--- config.mk ---
export PLATFORM = sky130hd
export DESIGN_NAME = imem_loader
export DESIGN_NICKNAME = d
export VERILOG_FILES = /design/src/rtl/imem_loader.sv
export SDC_FILE = /design/constraint.sdc
export NUM_CORES = 1
export LEC_CHECK = 0
export BUFFER_PORTS_ARGS = -buffer_cell sky130_fd_sc_hd__buf_2
export CORE_MARGIN = 1.5
export CORE_UTILIZATION = 30
export DETAILED_ROUTE_END_ITERATION = 10
export SYNTH_ARGS = -nofsm -noshare
export SYNTH_HDL_FRONTEND = slang
export SYNTH_SLANG_ARGS = --single-unit
--- constraint.sdc ---
create_clock -name clk -period 2.7 [get_ports clk]
set_input_delay 0.405 -clock clk [delete_from_list [all_inputs] [get_ports clk]]
set_output_delay 0.405 -clock clk [all_outputs]
set_load 0.005 [all_outputs]
--- src/rtl/imem_loader.sv ---
// imem_loader: boot-time loader that packs a byte stream big-endian into 32-bit words and writes them to instruction RAM.
// Optional trailing XOR checksum byte is enabled by defining IMEM_LOADER_CKSUM_EN.
module imem_loader #(
  parameter int ADDR_W = 10
) (
  input  logic              clk,
  input  logic              reset_n,
  input  logic              start,
  input  logic [ADDR_W:0]   len,
  input  logic [7:0]        rx_data,
  input  logic              rx_valid,
  output logic              rx_ready,
  output logic              mem_we,
  output logic [31:0]       mem_addr,
  output logic [31:0]       mem_wdata,
  output logic              cpu_hold,
  output logic              busy,
  output logic              done,
  output logic              err
);

  localparam logic [ADDR_W:0] CAPACITY = {1'b1, {ADDR_W{1'b0}}};
  localparam logic [ADDR_W:0] ONE      = {{ADDR_W{1'b0}}, 1'b1};

`ifdef IMEM_LOADER_CKSUM_EN
  typedef enum logic [2:0] {S_IDLE, S_RECV, S_WRITE, S_CKSUM, S_DONE} state_t;
  localparam state_t S_TAIL = S_CKSUM;
`else
  typedef enum logic [2:0] {S_IDLE, S_RECV, S_WRITE, S_DONE} state_t;
  localparam state_t S_TAIL = S_DONE;
`endif

  // Requests beyond RAM capacity are truncated so the address never wraps.
  function automatic logic [ADDR_W:0] clamp_len(input logic [ADDR_W:0] l);
    return (l > CAPACITY) ? CAPACITY : l;
  endfunction

  function automatic logic [31:0] shift_in(input logic [31:0] w, input logic [7:0] b);
    return {w[23:0], b};
  endfunction

  state_t            state_q;
  state_t            state_d;
  logic [ADDR_W:0]   len_q;
  logic [ADDR_W:0]   word_idx;
  logic [ADDR_W:0]   word_nxt;
  logic [1:0]        byte_idx;
  logic [31:0]       word_q;
  logic              accept;
  logic              last_word;

  assign accept    = rx_valid && rx_ready;
  assign word_nxt  = word_idx + ONE;
  assign last_word = (word_nxt == len_q);

  always_comb begin
    rx_ready = (state_q == S_RECV);
`ifdef IMEM_LOADER_CKSUM_EN
    if (state_q == S_CKSUM) rx_ready = 1'b1;
`endif
  end

  assign mem_we    = (state_q == S_WRITE);
  assign mem_addr  = {{(30-ADDR_W){1'b0}}, word_idx[ADDR_W-1:0], 2'b00};
  assign mem_wdata = word_q;
  assign done      = (state_q == S_DONE);
  assign cpu_hold  = (state_q != S_DONE);
  assign busy      = (state_q != S_IDLE) && (state_q != S_DONE);

  always_ff @(posedge clk) begin
    if (!reset_n) state_q <= S_IDLE;
    else          state_q <= state_d;
  end

  always_comb begin
    state_d = state_q;
    case (state_q)
      S_IDLE, S_DONE: begin
        if (start) state_d = (len == '0) ? S_TAIL : S_RECV;
      end
      S_RECV: begin
        if (accept && byte_idx == 2'd3) state_d = S_WRITE;
      end
      S_WRITE: begin
        state_d = last_word ? S_TAIL : S_RECV;
      end
`ifdef IMEM_LOADER_CKSUM_EN
      S_CKSUM: begin
        if (accept) state_d = S_DONE;
      end
`endif
      default: state_d = S_IDLE;
    endcase
  end

  // Word assembly and address bookkeeping; a reset discards any partial word.
  always_ff @(posedge clk) begin
    if (!reset_n) begin
      len_q    <= '0;
      word_idx <= '0;
      byte_idx <= '0;
      word_q   <= '0;
    end else begin
      case (state_q)
        S_IDLE, S_DONE: begin
          if (start) begin
            len_q    <= clamp_len(len);
            word_idx <= '0;
            byte_idx <= '0;
          end
        end
        S_RECV: begin
          if (accept) begin
            word_q   <= shift_in(word_q, rx_data);
            byte_idx <= byte_idx + 2'd1;
          end
        end
        S_WRITE: begin
          word_idx <= word_nxt;
          byte_idx <= '0;
        end
        default: ;
      endcase
    end
  end

`ifdef IMEM_LOADER_CKSUM_EN
  logic [7:0] cksum_q;
  logic       err_q;

  // Running XOR over data bytes, compared against the single trailing byte.
  always_ff @(posedge clk) begin
    if (!reset_n) begin
      cksum_q <= '0;
      err_q   <= 1'b0;
    end else begin
      case (state_q)
        S_IDLE, S_DONE: begin
          if (start) begin
            cksum_q <= '0;
            err_q   <= 1'b0;
          end
        end
        S_RECV: begin
          if (accept) cksum_q <= cksum_q ^ rx_data;
        end
        S_CKSUM: begin
          if (accept) err_q <= (rx_data != cksum_q);
        end
        default: ;
      endcase
    end
  end

  assign err = err_q;
`else
  assign err = 1'b0;
`endif

endmodule
* After elaboration in Yosys (flattened, before gate mapping)
Index checks and enable logic that the tools add are counted.
** Operators by class
- Add/subtract/negate cells :: 2
- Magnitude comparators :: 1
- Eq/ne operators :: 9
- Muxes and demuxes :: 11
- Reductions and logical operators :: 14
** Operator list (count)
- 2-to-1 mux 11 bit :: 2
- case mux 11 bit (2 select lines) :: 1
- adder 11 x 1 -> 11 bit, second input constant :: 1
- == test 11 bit :: 1
- > comparator 11 bit, second input constant :: 1
- zero test 11 bit :: 1
- case mux 3 bit (3 select lines) :: 1
- 2-to-1 mux 2 bit :: 4
- AND reduction 2 bit :: 4
- == test 3 x 2 -> 1 bit, second input constant :: 2
- 2-to-1 mux 3 bit :: 2
- case mux 2 bit (3 select lines) :: 1
- nonzero test 3 bit :: 2
- inequality test 2 x 1 -> 1 bit, second input constant :: 2
- == test 3 x 1 -> 1 bit, second input constant :: 1
- logical AND 1 bit :: 3
- zero test 3 bit :: 1
- inequality test 3 x 2 -> 1 bit, second input constant :: 1
- AND reduction 3 bit :: 1
- adder 2 x 1 -> 2 bit, second input constant :: 1
- == test 2 bit, second input constant :: 1
- inequality test 2 bit, second input constant :: 1
- nonzero test 2 bit :: 1
- OR reduction 2 bit :: 1
** Storage, ports and cells
- Bits in registers :: 59
- Input bits :: 23
- Output and inout bits :: 70
- Word-level logic and storage cells :: 42

* Logic depth before layout (Yosys ltp)
Gate-level depths: netlist (run 1).
- Depth in word-level cells :: 5
- Mapped depth :: 8
- Gate-level depth less buffers :: 7

* Least setup slack after synthesis (run 1)
No wires, ideal clock.
- Kind :: reg2reg
- Start point :: reg state_q[0]
- End point :: reg state_q[1]
- Setup time :: 96 ps
- Data arrival time :: 2035 ps
- Data required time :: 2604 ps
- Path slack :: 569 ps
- Stages on the path, launching flop included :: 9
- Cells stage by stage :: dfxtp_1 -> inv_1 -> ha_1 -> nor2b_1 -> buf_6 -> a21oi_4 -> o21ai_1 -> or4_1 -> o41ai_2
** Between the ends
- Longest elaborated chain between the ends :: 5
- Elaborated cells between the ends (all ways) :: 11
** RTL lines
- from (decl) :: RTL line 42 : state_t state_q;
- from (signal assigned) :: RTL line 72 : else state_q <= state_d;
- == test 3 x 1 -> 1 bit :: RTL line 57, 77
- logical AND 1 bit :: RTL line 52 : assign accept = rx_valid && rx_ready;
- logical AND 1 bit :: RTL line 82 : if (accept && byte_idx == 2'd3) state_d = S_WRITE;
- inequality test 2 x 1 -> 1 bit (no line)
- AND reduction 2 bit (no line)
Parallel ways exist; a longest one is shown, timed or not.
A chain may end at the register's enable or synchronous reset.

* Worst setup path in the final report (run 1)
Same ends and word-level chain as after synthesis.

==> impl_results.md, run 1 <==
- CTS tree: yes
- Top cells by area, synth: dfxtp_1 38%, nand2_1 9.5%, a21boi_0 8.1%, buf_4 8.1%, nor2b_1 4.9%
- HPWL after DPL: 4.798 mm
- Share of the synthesized area in the top cell type: 0.3774
- Combinational power share: 0.273
- Residual DRC: 0
- #FFs+latches synth: 58
- Number of hold buffers added after cts: 0
- Max-slew headroom: 0.4590
- Share of layout cells above drive strength 1: 0.2248
- Post-CTS Setup Bufs: 0
- # Max-Cap Violations: 0
- Port Buf Inserts: 69
- CTS Sinks: 58
- Area Overhead vs Synth: 16.14%
- Post-synth EDFFs: 0
- CP max stage delay: 0.55 ns
- Die X: 104.3 um
- Final period utilization: 0.8757
- Critical Path RT: 2.95 ns
- Vias in the first global route: 2,453
- Worst path arrival time: 2.61 ns
- DIE AREA: 0.01087 mm2
- Setup_tns: 0 ns
- Post-cts sizing count: 0
- Syn Std Cell Area: 0.003077 mm2
- Worst hold path class: in2reg
- Post-route ant nets: 0
- Ys async rst share: 0
- Drt first-iter violations: 70
- Worst setup path class: reg2reg
- CP Cell Sequence: inv_1 > ha_1 > nor2b_1 > a21oi_4 > o21ai_1 > or4_1 > o41ai_2
- DR vias: 2,597
- Via/cell ratio: 4.638
- Largest net degree at the start of global routing: 58
- Worst-margin pin slew: 0.8099 ns
- WL final: 7.017 mm
- Die height: 104.3 um
- Initial Utilization: 0.3119
- Post-Synthesis Cells: 374
- Commonest non-fill, non-tap cells in the layout: 78 x nand2_1, 69 x buf_2, 58 x dfxtp_1
- Synth warnings: 0
- Crit-path leading delay family: simple AND/OR/NAND/NOR gates
- Most Used Layer, Global Route: met2
- Met3 Track Usage GR: 0.04386
- Max Slew Vio Count: 0
- Core Region: 0.009864 mm2
- Initial antenna violation count: 0
- CTS Root Cell: clkbuf_8
- Sequential share of power: 0.378
- Row count: 36
- GRT Total Usage: 0.1323
- Core Util, Final: 0.3623
- Deepest clock path buffer count: 2
- Sw power: 923.1 uW
- Most common cell after layout, fill and taps aside: nand2_1
- Io pins: 93
- Top FF cell, synth: dfxtp_1
- Setup crit start kind: register
- Fmax: 0.4229 GHz
- Final-report setup violation count: 0
- M2 GR Usage: 0.2166
- Synth area leader: dfxtp_1
- PD cells: 733.6 mW/mm2
- Syn Area/Cell: 8.226 um2
- Clock Power Share: 0.348
- Outcome: completed
- Met1 usage: 0.1611
- Peak VDD IR: 407.7 uV
- Nets: 451
- DRT Pass-1 Iters: 4
- CP Capture Type: register
- Clock Skews: 0.01124 ns
- H-tree lvl count: 3
- Avg WL per Cell: 12.53 um
- Final hold vios: 0
- Worst-Skew Late Latency: 0.34 ns
- WP buf/inv: 1
- Unrepaired setup endpoints after global routing: false
- Unique cell type count in the Yosys netlist: 42
- Clock transition at path regs: 0.08 ns
- Cts bufs inserted: 9
- CP Max Fanout: 9
- Int Pwr: 1.698 mW
- N_diodes: 0
- First-pass GRT wire length: 11.81 mm
- Seq/Total Area, Yosys: 0.3774
- Grt total ovfl: 0
- Slowest CP cell: or4_1
- Final cell count without fillers: 560
- LEAKAGE: 1.469 nW
- Tmin final: 2.364 ns
- Sw frac: 0.3521
- DP Cell Count: 544
- GPL Wtd Cong: 0.8119
[final cells by class]
| class | count | area (um2) |
|---|---|---|
| fillers | 1022 | 6291 |
| flip-flops and latches | 58 | 1161 |
| well taps | 133 | 166.4 |
| clock inverters | 7 | 101.3 |
| clock buffers | 9 | 123.9 |
| multi-input cells | 275 | 1627 |
| inverters | 5 | 18.77 |
| repair buffers | 73 | 375.4 |
[kinds of logic (layout without fill, tap and decap cells)]
| family | after synthesis | count (layout) | share of synthesized area |
|---|---|---|---|
| simple gates | 148 | 148 | 0.2286 |
| fa+ha+maj | 6 | 6 | 0.02440 |
| flops | 58 | 58 | 0.3774 |
| xor+xnor | 13 | 13 | 0.03701 |
| mux | 10 | 10 | 0.03457 |
| compound gates | 75 | 75 | 0.1761 |
| other cells | 1 | 23 | 0.001219 |
| buf+inv | 63 | 94 | 0.1208 |
[worst register-to-register path, delay by kind of cell, from the launching register on]
family	cells	cell delay (ns)
buffers and inverters	1	0.07
and+or+nand+nor	2	0.84
AOI/OAI and AO/OA	3	0.61
DFF	1	0.41
adders and majority gates	1	0.35
[flip-flops by register name, indices dropped and copies added, names as in the netlist]
register,cells
mem_wdata,32
len_q,11
word_idx,11
byte_idx,2
state_q,2
[final timing paths]
kind / start / to / slack (ns) / cells past startpoint
max reg2reg: state_q[0] / state_q[1] / 0.34 / 7
min reg2reg: mem_wdata[24] / mem_wdata[24] / 0.46 / 2
min: rx_data[4] / mem_wdata[4] / 0.30 / 3
max: state_q[0] / state_q[1] / 0.34 / 7
[cells in the mapped netlist, types with 6 or more instances]
cell and count:
nand2_1 78, dfxtp_1 58, a21boi_0 33, buf_4 33, nor2b_1 24, clkbuf_1 21, a21oi_1 13, a22oi_1 12
nor2_1 11, nor3b_1 8, nor3_1 7, xor2_1 7, ha_1 6, nand3_1 6, xnor2_1 6
[through the flow]
step	power (mW)	instance area (um2)	setup slack [ns]	hold WS, ns
after CTS	2.646	3573	0.3373	0.2941
after global routing	2.789	3573	0.1890	0.3220
final	2.621	3573	0.3356	0.3043
after detailed placement	1.730	3348	0.3489	0.4578
after global placement	1.716	3348	0.4523	0.4493
after floorplan	1.536	3159	0.5689	0.4600
[layer usage]
| layer | up-vias | routed length [um] |
|---|---|---|
| li1 | 1305 | - |
| met1 | 1203 | 3115 |
| met2 | 82 | 3275 |
| met3 | 7 | 539 |
| met4 | 0 | 87 |
| met5 | - | 0 |
[power by group through the flow]
| stage | Sequential [mW] | Combinational [mW] | Clock (mW) |
|---|---|---|---|
| after floorplan | 0.994 | 0.542 | 0 |
| final | 0.992 | 0.717 | 0.913 |
| after detailed placement | 1.01 | 0.720 | 0 |
| after global placement | 1.00 | 0.711 | 0 |
| after global routing | 1.00 | 0.818 | 0.968 |
| after CTS | 0.991 | 0.722 | 0.933 |
(Power assumes the default switching activity.)
==> run 2, diff against run 1 <==
--- a/config.mk
+++ b/config.mk
@@ -5,10 +5,12 @@
 export SDC_FILE = /design/constraint.sdc
 export NUM_CORES = 1
 export LEC_CHECK = 0
+export ABC_AREA = 1
 export BUFFER_PORTS_ARGS = -buffer_cell sky130_fd_sc_hd__buf_2
 export CORE_MARGIN = 1.5
 export CORE_UTILIZATION = 30
 export DETAILED_ROUTE_END_ITERATION = 10
+export SETUP_SLACK_MARGIN = 0.5
 export SYNTH_ARGS = -nofsm -noshare
 export SYNTH_HDL_FRONTEND = slang
 export SYNTH_SLANG_ARGS = --single-unit
==> impl_results.md, run 2 <==
- Seq/Total Area, Yosys: 0.4076 (+0.03016)
- Worst hold path class: in2reg
- Max Slew Vio Count: 0 (unchanged)
- Worst setup path class: reg2reg
- Synth area leader: dfxtp_1
- Peak VDD IR: 424.1 uV (+4.0%)
- Top FF cell, synth: dfxtp_1
- DIE AREA: 0.01009 mm2 (-7.2%)
- Area Overhead vs Synth: 19.81%
- Residual DRC: 0 (unchanged)
- Fmax: 0.5249 GHz (+24%)
- Max-slew headroom: 0.4857 (+0.02669)
- Setup crit start kind: register
- Cts bufs inserted: 9 (unchanged)
- GPL Wtd Cong: 0.8284 (+2.0%)
- Post-route ant nets: 0 (unchanged)
- Fillers: 1,000 (-2.2%)
- Met1 usage: 0.1846 (+0.02355)
- R2r setup slk: 0.79 ns (+0.46 ns)
- DP Cell Count: 591 (+8.6%)
- Vias in the first global route: 2,225 (-9.3%)
- CTS Root Cell: clkbuf_8
- Synth warnings: 0 (unchanged)
- Share of the synthesized area in the top cell type: 0.4076 (+0.03016)
- GRT Total Usage: 0.1370 (+0.004731)
- Avg WL per Cell: 11.25 um (-10%)
- Unrepaired setup endpoints after global routing: false
- Top cells by area, synth: dfxtp_1 41%, nor2_1 12%, nand2_1 9.6%, buf_4 8.7%, o21ai_0 7.0%
- Outcome: completed
- Largest register FFs: 32 (unchanged)
- Commonest cells post-synth: 88 x nor2_1, 73 x nand2_1, 58 x dfxtp_1
- Clock transition at path regs: 0.08 ns (about the same)
- Clock Power Share: 0.333 (-0.015)
- Sw power: 1.030 mW (+12%)
- Nets: 502 (+11%)
- #FFs+latches synth: 58 (unchanged)
- Sw frac: 0.3408 (-0.01131)
- Io pins: 93 (unchanged)
- Final hold vios: 0 (unchanged)
- Tmin final: 1.905 ns (-0.4592 ns)
- N_diodes: 0 (unchanged)
- DR vias: 2,590 (-0.27%)
- Die height: 100.5 um (-3.7%)
- Met3 Track Usage GR: 0.02982 (-0.01404)
- CP Capture Type: register
- Unique cell type count in the Yosys netlist: 20 (-52%)
- Setup_tns: 0 ns (unchanged)
- Most frequent cell after synthesis: nor2_1
- Worst path arrival time: 2.09 ns (-0.52 ns)
- WL final: 6.828 mm (-2.7%)
- Die X: 100.5 um (-3.7%)
- M2 GR Usage: 0.2125 (-0.004181)
- Ys async rst share: 0 (unchanged)
- Deepest clock path buffer count: 2 (unchanged)
- Critical Path RT: 2.89 ns (-0.06 ns)
- DRT Pass-1 Iters: 4 (unchanged)
- Most common cell after layout, fill and taps aside: nor2_1
- Number of hold buffers added after cts: 0 (unchanged)
- LEAKAGE: 1.554 nW (+5.8%)
- CP Max Fanout: 10 (+1)
- CTS tree: yes
- Final cell count without fillers: 607 (+8.4%)
- Largest net degree at the start of global routing: 38 (-34%)
- Drt first-iter violations: 175 (+150%)
- Initial antenna violation count: 0 (unchanged)
- Int Pwr: 1.993 mW (+17%)
- Final-report setup violation count: 0 (unchanged)
- First-pass GRT wire length: 10.94 mm (-7.4%)
- Post-Synthesis Cells: 415 (+11%)
- CTS Sinks: 58 (unchanged)
- Combinational power share: 0.284 (+0.011)
- Via/cell ratio: 4.267 (-8.0%)
- Clock Skews: 0.008874 ns (-0.002368 ns)
- Row count: 35 (-2.8%)
- HPWL after DPL: 4.917 mm (+2.5%)
- Post-cts sizing count: 0 (unchanged)
- Worst-Skew Late Latency: 0.34 ns (about the same)
- Most Used Layer, Global Route: met2
- Commonest non-fill, non-tap cells in the layout: 88 x nor2_1, 73 x nand2_1, 69 x buf_2
- Pwr Total: 3.023 mW (+15%)
- Final period utilization: 0.7056 (-0.1701)
- Syn Std Cell Area: 0.002849 mm2 (-7.4%)
- Port Buf Inserts: 69 (unchanged)
- Post-synth EDFFs: 0 (unchanged)
- Post-CTS Setup Bufs: 0 (unchanged)
- Worst-margin pin slew: 0.7707 ns (-0.03922 ns)
- # Max-Cap Violations: 0 (unchanged)
- PD cells: 885.7 mW/mm2 (+21%)
- Core Region: 0.009240 mm2 (-6.3%)
- Grt total ovfl: 0 (unchanged)
- Syn Area/Cell: 6.865 um2 (-17%)
- H-tree lvl count: 3 (unchanged)
- Initial Utilization: 0.3083 (-0.003570)
- Share of layout cells above drive strength 1: 0.1883 (-0.03654)
- Sequential share of power: 0.383 (+0.005)
run 2: power by group through the flow:
stage | logic, mW | registers, mW | clock network (mW)
floorplan | 0.584 | 1.17 | 0
global placement | 0.867 | 1.17 | 0
detailed placement | 0.867 | 1.18 | 0
CTS | 0.873 | 1.16 | 1.02
global route | 0.991 | 1.19 | 1.06
finish | 0.860 | 1.16 | 1.01
run 2: worst max-delay path: stages, from the launching register on:
cell      delay [ns]
dfxtp_1         0.41
inv_1           0.06
ha_1            0.33
o21ai_0         0.37
clkinv_1        0.38
nand2_1         0.15
a21oi_1         0.07
run 2: cells by family after synthesis:
| group | Yosys count | share of synthesized area |
|---|---|---|
| simple gates | 191 | 0.2679 |
| buf+inv | 82 | 0.1515 |
| compound gates | 76 | 0.1423 |
| flops | 58 | 0.4076 |
| fa+ha+maj | 6 | 0.02635 |
| xor+xnor | 1 | 0.003075 |
| other cells | 1 | 0.001316 |
run 2: final timing paths:
kind          startpoint      endpoint  cells past startpoint
min reg2reg  byte_idx[1]   byte_idx[1]                      2
max           state_q[0]   word_idx[1]                      6
max reg2reg   state_q[0]   word_idx[1]                      6
min           rx_data[5]  mem_wdata[5]                      3
run 2: final cells by class:
| type | instances | area (um2) | share of cell area |
|---|---|---|---|
| Multi-Input combinational cell | 297 | 1339 | 0.3922 |
| Timing Repair Buffer | 73 | 375.4 | 0.1100 |
| Clock buffer | 9 | 123.9 | 0.03629 |
| Sequential cell | 58 | 1161 | 0.3402 |
| Tap cell | 129 | 161.4 | 0.04729 |
| Clock inverter | 7 | 125.1 | 0.03666 |
| Inverter | 34 | 127.6 | 0.03739 |
run 2: per-layer routing:
metal | part of all wire | vias up
li1 | - | 1389
met1 | 0.49 | 1128
met2 | 0.45 | 65
met3 | 0.045 | 8
met4 | 0.014 | 0
met5 | 0 | -
run 2: metrics by stage:
stage / setup slack [ns] / util / instance area [um2] / hold slack, ns
after global routing: 0.6050 / 0.3694 / 3413 / 0.3088
after detailed placement: 0.8205 / 0.3425 / 3164 / 0.4666
after global placement: 0.8234 / 0.3425 / 3164 / 0.4544
after CTS: 0.8191 / 0.3694 / 3413 / 0.2990
after floorplan: 1.074 / - / 2932 / 0.4444
final: 0.7948 / 0.3694 / 3413 / 0.3132
